[src/rtl/question_gen.sv]
// Question generator: a free-running Galois LFSR supplies operands and opcode, which are
// constrained so the 8-bit answer never overflows. Optional macro: QUESTION_GEN_NONZERO_EN.
module question_gen #(
    parameter logic [15:0] SEED = 16'hACE1
) (
    input  logic        clk,
    input  logic        resetn,
    input  logic        req,
    input  logic        flush,
    input  logic        seed_load,
    input  logic [15:0] seed,
    output logic        q_valid,
    input  logic        q_ready,
    output logic [7:0]  q1,
    output logic [7:0]  q2,
    output logic [1:0]  op,
    output logic [7:0]  expected
);

    localparam logic [15:0] TAPS      = 16'hB400;
    localparam logic [15:0] SEED_SAFE = (SEED == 16'h0000) ? 16'h0001 : SEED;

    typedef enum logic [1:0] {
        ST_IDLE    = 2'b00,
        ST_DRAW    = 2'b01,
        ST_CHECK   = 2'b10,
        ST_PRESENT = 2'b11
    } state_t;

    function automatic logic [15:0] lfsr_step(input logic [15:0] v);
        lfsr_step = {1'b0, v[15:1]} ^ (v[0] ? TAPS : 16'h0000);
    endfunction

    // An all-zero LFSR would lock up, so zero is never loaded.
    function automatic logic [15:0] nonzero_seed(input logic [15:0] v);
        nonzero_seed = (v == 16'h0000) ? 16'h0001 : v;
    endfunction

    state_t      state_r;
    state_t      state_s;
    logic [15:0] lfsr_r;
    logic        q_valid_r;
    logic [7:0]  q1_r;
    logic [7:0]  q2_r;
    logic [1:0]  op_r;
    logic [7:0]  exp_r;

    logic [7:0]  a_s;
    logic [7:0]  b_s;
    logic [1:0]  cand_op_s;
    logic [7:0]  draw_q1_s;
    logic [7:0]  draw_q2_s;
    logic        draw_ok_s;
    logic        swap_s;
    logic [7:0]  hi_s;
    logic [7:0]  lo_s;
    logic [15:0] prod_s;
    logic [7:0]  exp_s;

    // Candidate operands and opcode drawn from the current LFSR value.
    always_comb begin
        a_s       = lfsr_r[15:8];
        b_s       = lfsr_r[7:0];
        cand_op_s = lfsr_r[11:10] ^ lfsr_r[3:2];
        draw_q1_s = a_s;
        draw_q2_s = b_s;
        case (cand_op_s)
            2'b00: begin
                draw_q1_s = {1'b0, a_s[6:0]};
                draw_q2_s = {1'b0, b_s[6:0]};
            end
            2'b01: begin
                draw_q1_s = {4'b0000, a_s[3:0]};
                draw_q2_s = {4'b0000, b_s[3:0]};
            end
            2'b11: begin
                draw_q1_s = a_s;
                draw_q2_s = b_s;
            end
            default: begin
                draw_q1_s = a_s;
                draw_q2_s = b_s;
            end
        endcase
`ifdef QUESTION_GEN_NONZERO_EN
        draw_ok_s = (cand_op_s != 2'b10) && (draw_q1_s != 8'h00) && (draw_q2_s != 8'h00);
`else
        draw_ok_s = (cand_op_s != 2'b10);
`endif
    end

    // Subtract operands are ordered larger-first; masked ranges keep every result in 8 bits.
    always_comb begin
        swap_s = (op_r == 2'b11) && (q1_r < q2_r);
        hi_s   = swap_s ? q2_r : q1_r;
        lo_s   = swap_s ? q1_r : q2_r;
        prod_s = {8'h00, hi_s} * {8'h00, lo_s};
        case (op_r)
            2'b00:   exp_s = hi_s + lo_s;
            2'b01:   exp_s = prod_s[7:0];
            2'b11:   exp_s = hi_s - lo_s;
            default: exp_s = 8'h00;
        endcase
    end

    // Next-state logic; flush overrides every other input.
    always_comb begin
        state_s = state_r;
        if (flush) begin
            state_s = ST_IDLE;
        end else begin
            case (state_r)
                ST_IDLE:    state_s = req ? ST_DRAW : ST_IDLE;
                ST_DRAW:    state_s = draw_ok_s ? ST_CHECK : ST_DRAW;
                ST_CHECK:   state_s = ST_PRESENT;
                ST_PRESENT: state_s = (q_valid_r && q_ready) ? ST_IDLE : ST_PRESENT;
                default:    state_s = ST_IDLE;
            endcase
        end
    end

    // LFSR steps every cycle unless a seed is loaded.
    always_ff @(posedge clk) begin
        if (!resetn) begin
            lfsr_r <= SEED_SAFE;
        end else if (seed_load) begin
            lfsr_r <= nonzero_seed(seed);
        end else begin
            lfsr_r <= lfsr_step(lfsr_r);
        end
    end

    // State register and registered valid flag.
    always_ff @(posedge clk) begin
        if (!resetn) begin
            state_r   <= ST_IDLE;
            q_valid_r <= 1'b0;
        end else begin
            state_r   <= state_s;
            q_valid_r <= (state_s == ST_PRESENT);
        end
    end

    // Question registers load in DRAW and CHECK only and otherwise hold.
    always_ff @(posedge clk) begin
        if (!resetn) begin
            q1_r  <= 8'h00;
            q2_r  <= 8'h00;
            op_r  <= 2'b00;
            exp_r <= 8'h00;
        end else if (!flush && (state_r == ST_DRAW) && draw_ok_s) begin
            q1_r <= draw_q1_s;
            q2_r <= draw_q2_s;
            op_r <= cand_op_s;
        end else if (!flush && (state_r == ST_CHECK)) begin
            q1_r  <= hi_s;
            q2_r  <= lo_s;
            exp_r <= exp_s;
        end else begin
            q1_r  <= q1_r;
            q2_r  <= q2_r;
            op_r  <= op_r;
            exp_r <= exp_r;
        end
    end

    assign q_valid  = q_valid_r;
    assign q1       = q1_r;
    assign q2       = q2_r;
    assign op       = op_r;
    assign expected = exp_r;

endmodule
[config.mk]
export PLATFORM = sky130hd
export DESIGN_NAME = question_gen
export DESIGN_NICKNAME = d
export VERILOG_FILES = /design/src/rtl/question_gen.sv
export SDC_FILE = /design/constraint.sdc
export NUM_CORES = 1
export LEC_CHECK = 0
export ABC_AREA = 0
export BUFFER_PORTS_ARGS = -buffer_cell sky130_fd_sc_hd__buf_2
export CORE_MARGIN = 1
export CORE_UTILIZATION = 50
export CTS_BUF_LIST = sky130_fd_sc_hd__clkbuf_4
export DETAILED_ROUTE_END_ITERATION = 10
export PLACE_DENSITY = 0.76
export REMOVE_ABC_BUFFERS = 1
export SETUP_SLACK_MARGIN = 0.4
export SYNTH_ARGS = -nofsm -noshare
export SYNTH_HDL_FRONTEND = slang
export SYNTH_SLANG_ARGS = --single-unit
[constraint.sdc]
create_clock -name clk -period 10.5 [get_ports clk]
set_input_delay 1.05 -clock clk [delete_from_list [all_inputs] [get_ports clk]]
set_output_delay 1.05 -clock clk [all_outputs]
set_load 0.05 [all_outputs]
==> results.sh <==
export IMPL_status="finished clean"
export IMPL_grt_pass1_wl_um=14700
export IMPL_p_per_area_mw_per_mm2=105
export IMPL_vias=3211
export IMPL_yosys_top_cells_area="dfxtp_1 (24%), ha_1 (13%), fa_1 (7.0%)"
export IMPL_crit_path_start_kind="register"
export IMPL_synth_area_mm2=0.00371
export IMPL_yosys_area_share_simple_pct=17.5
export IMPL_cts_hold_buf=0
export IMPL_final_area_mm2=0.00409
export IMPL_place_area_mm2=0.00398
export IMPL_vdd_drop_max_mv=0.101
export IMPL_io_pins=49
export IMPL_path_class="register to register"
export IMPL_clk_pin_slew_ns=0.14
export IMPL_netlist_instances=429
export IMPL_syn_to_final_growth_pct=10.4
export IMPL_synth_top_area_share_pct=24.3
export IMPL_synth_edff_count=0
export IMPL_ys_flop_type="dfxtp_1"
export IMPL_grt_max_degree=28
export IMPL_synth_compound_area_share_pct=14.8
export IMPL_cts_root_buffer="clkbuf_4"
export IMPL_cts_setup_buffers=0
export IMPL_maxCapViolCount=0
export IMPL_h_tree_depth=2
export IMPL_maxSlewHeadroom_pct=39.1
export IMPL_fp_coreArea_mm2=0.00721
export IMPL_period_share_pct=53.9
export IMPL_whs_ns=0.488
export IMPL_insertion_delay_ns=0.37
export IMPL_yosysWarningCount=0
export IMPL_ys_seq_area_share_pct=24.3
export IMPL_first_pass_iters=5
export IMPL_final_antenna_net_count=0
export IMPL_cts_buffer_depth=2
export IMPL_finClkSkew_ns=0.0137
export IMPL_drive_above_1_share_pct=16.7
export IMPL_dp_cells=564
export IMPL_worst_slew_pin_transition_ns=0.914
export IMPL_crit_end="expected[7]"
export IMPL_num_fill_cells=698
export IMPL_hp_class="register to register"
export IMPL_synth_cell_types=59
export IMPL_rr_endpoint="expected[7]"
export IMPL_n_antenna_cell=0
export IMPL_synth_area_leader_cell="dfxtp_1"
export IMPL_r2r_slack_ns=4.84
export IMPL_synth_xor_area_share_pct=7.80
export IMPL_detail_route_drc_violations=0
export IMPL_arrival_ns=5.94
export IMPL_rr_startpoint="q2[1]"
export IMPL_pre_cts_slack_ns=4.88
export IMPL_synthMuxAreaShare_pct=8.61
export IMPL_total_power_mw=0.429
export IMPL_final_util_pct=56.7
export IMPL_dp_hpwl_um=7380
export IMPL_gp_congestion=0.965
export IMPL_grtUsageTotal_pct=24.6
export IMPL_port_buffers=48
export IMPL_cp_required_ns=10.78
export IMPL_die_w_um=88.1
export IMPL_setup_viol=0
export IMPL_die_area_mm2=0.00776
export IMPL_die_y_um=88.1
export IMPL_synthAdderAreaFrac_pct=19.9
export IMPL_finalHoldViolCount=0
export IMPL_syn_avg_cell_area_um2=8.64
export IMPL_routed_wl_um=9230
export IMPL_start_util_pct=51.4
export IMPL_grt_pass1_vias=3081
export IMPL_rows=31
export IMPL_multi_input_area_mm2=0.00254
export IMPL_async_flop_share_pct=0
export IMPL_grt_overflow=0
export IMPL_cts_repair_resized=0
export IMPL_wire_per_inst_um=16.1
export IMPL_numCtsBuffers=5
export IMPL_cp_end_kind="register"
export IMPL_synth_commonest_cells="dfxtp_1 (45), nor2_1 (45), inv_1 (43), ha_1 (38), nand2_1 (35)"
export IMPL_crit_start="q2[1]"
export IMPL_stdcell_count=572
export IMPL_fin_tns_setup_ns=0
export IMPL_antenna_found_initial=0
export IMPL_regArea_um2=901
export IMPL_rr_worst_depth=21
export IMPL_grt_setup_unrepaired="false"
export IMPL_synth_top_family_by_area="adder cells"
export IMPL_ys_ff_latch=45
export IMPL_clock_sinks=45
export IMPL_p_leak_nw=1.90
export IMPL_worst_slack_ns=4.84
export IMPL_fin_nets=545
export IMPL_cts_tree="yes"
export IMPL_avgViaCountPerCell=5.61
export IMPL_final_max_slew_viol_count=0
export IMPL_drt_initial_drc_count=193
export IMPL_finalCriticalPeriod_ns=5.66
export IMPL_crit_fanout=17
export IMPL_fmax_ghz=0.177
## worst min-delay path by stage
stage,start,end,depth (start not counted)
global route,lfsr_r[12],q1[4],2
finish,lfsr_r[12],q1[4],2
detailed placement,lfsr_r[12],q1[4],2
floorplan,lfsr_r[12],q1[4],2
global placement,lfsr_r[12],lfsr_r[11],2
CTS,lfsr_r[13],q1[5],2
## layout make-up
cell class              instances  area share (%)
repair buffers                 50            6.24
clock inverters                 3            1.68
well taps                      99            3.03
inverters                      44            4.04
clock buffers                   5           0.918
flip-flops and latches         45            22.0
multi-input cells             326            62.1
## placed cells by master, fill, tap and decap left out, types with 8 or more instances in the layout
cell      n
buf_2    48
nor2_1   45
dfxtp_1  45
inv_1    43
ha_1     38
nand2_1  35
mux2i_1  24
xnor2_1  18
xor2_1   15
fa_1     13
a21oi_1  12
o21ai_0  12
nand3_1  11
a21o_1   10
nor3_1    9
a22oi_1   9
a31oi_1   8
## registers in the layout (all words and copies together) (netlist names)
| name | flops |
|---|---|
| op | 2 |
| expected | 8 |
| q1 | 8 |
| q2 | 8 |
| lfsr_r | 16 |
| state_r | 2 |
| q_valid | 1 |
## routing by layer
metal  part of all wire [%]  routed length [um]  global-route usage [%]
met5                      0                   0                       0
met4                    2.7                 246                    8.21
met2                     50                4640                    44.5
met1                     43                3950                    29.4
met3                    4.3                 400                    4.34
## critical path, cell delays in order, from the launching register on
cell,delay (ns)
dfxtp_1,0.47
inv_1,0.10
ha_1,0.28
nor2b_4,0.13
o211ai_2,0.16
a21oi_2,0.11
nor2_4,0.46
mux2i_1,0.68
nor2_1,0.12
ha_1,0.26
fa_1,0.48
ha_1,0.29
inv_1,0.05
fa_1,0.53
inv_1,0.07
fa_1,0.45
a21o_1,0.19
a21oi_1,0.19
xnor2_1,0.16
xnor2_1,0.14
o21ai_0,0.09
o21bai_1,0.15
## cell families (layout without fill, tap and decap cells)
kind of cell,count (synthesis),in the layout
compound gates,78,78
xor+xnor,33,33
fa+ha+maj,51,51
buf+inv,58,102
flops,45,45
mux,31,31
simple gates,133,133
## power breakdown
part	switching, mW	internal (mW)
registers	0.00968	0.179
logic	0.0624	0.0429
clock network	0.0602	0.0749
No activity file was read; power rests on OpenSTA's default activity.
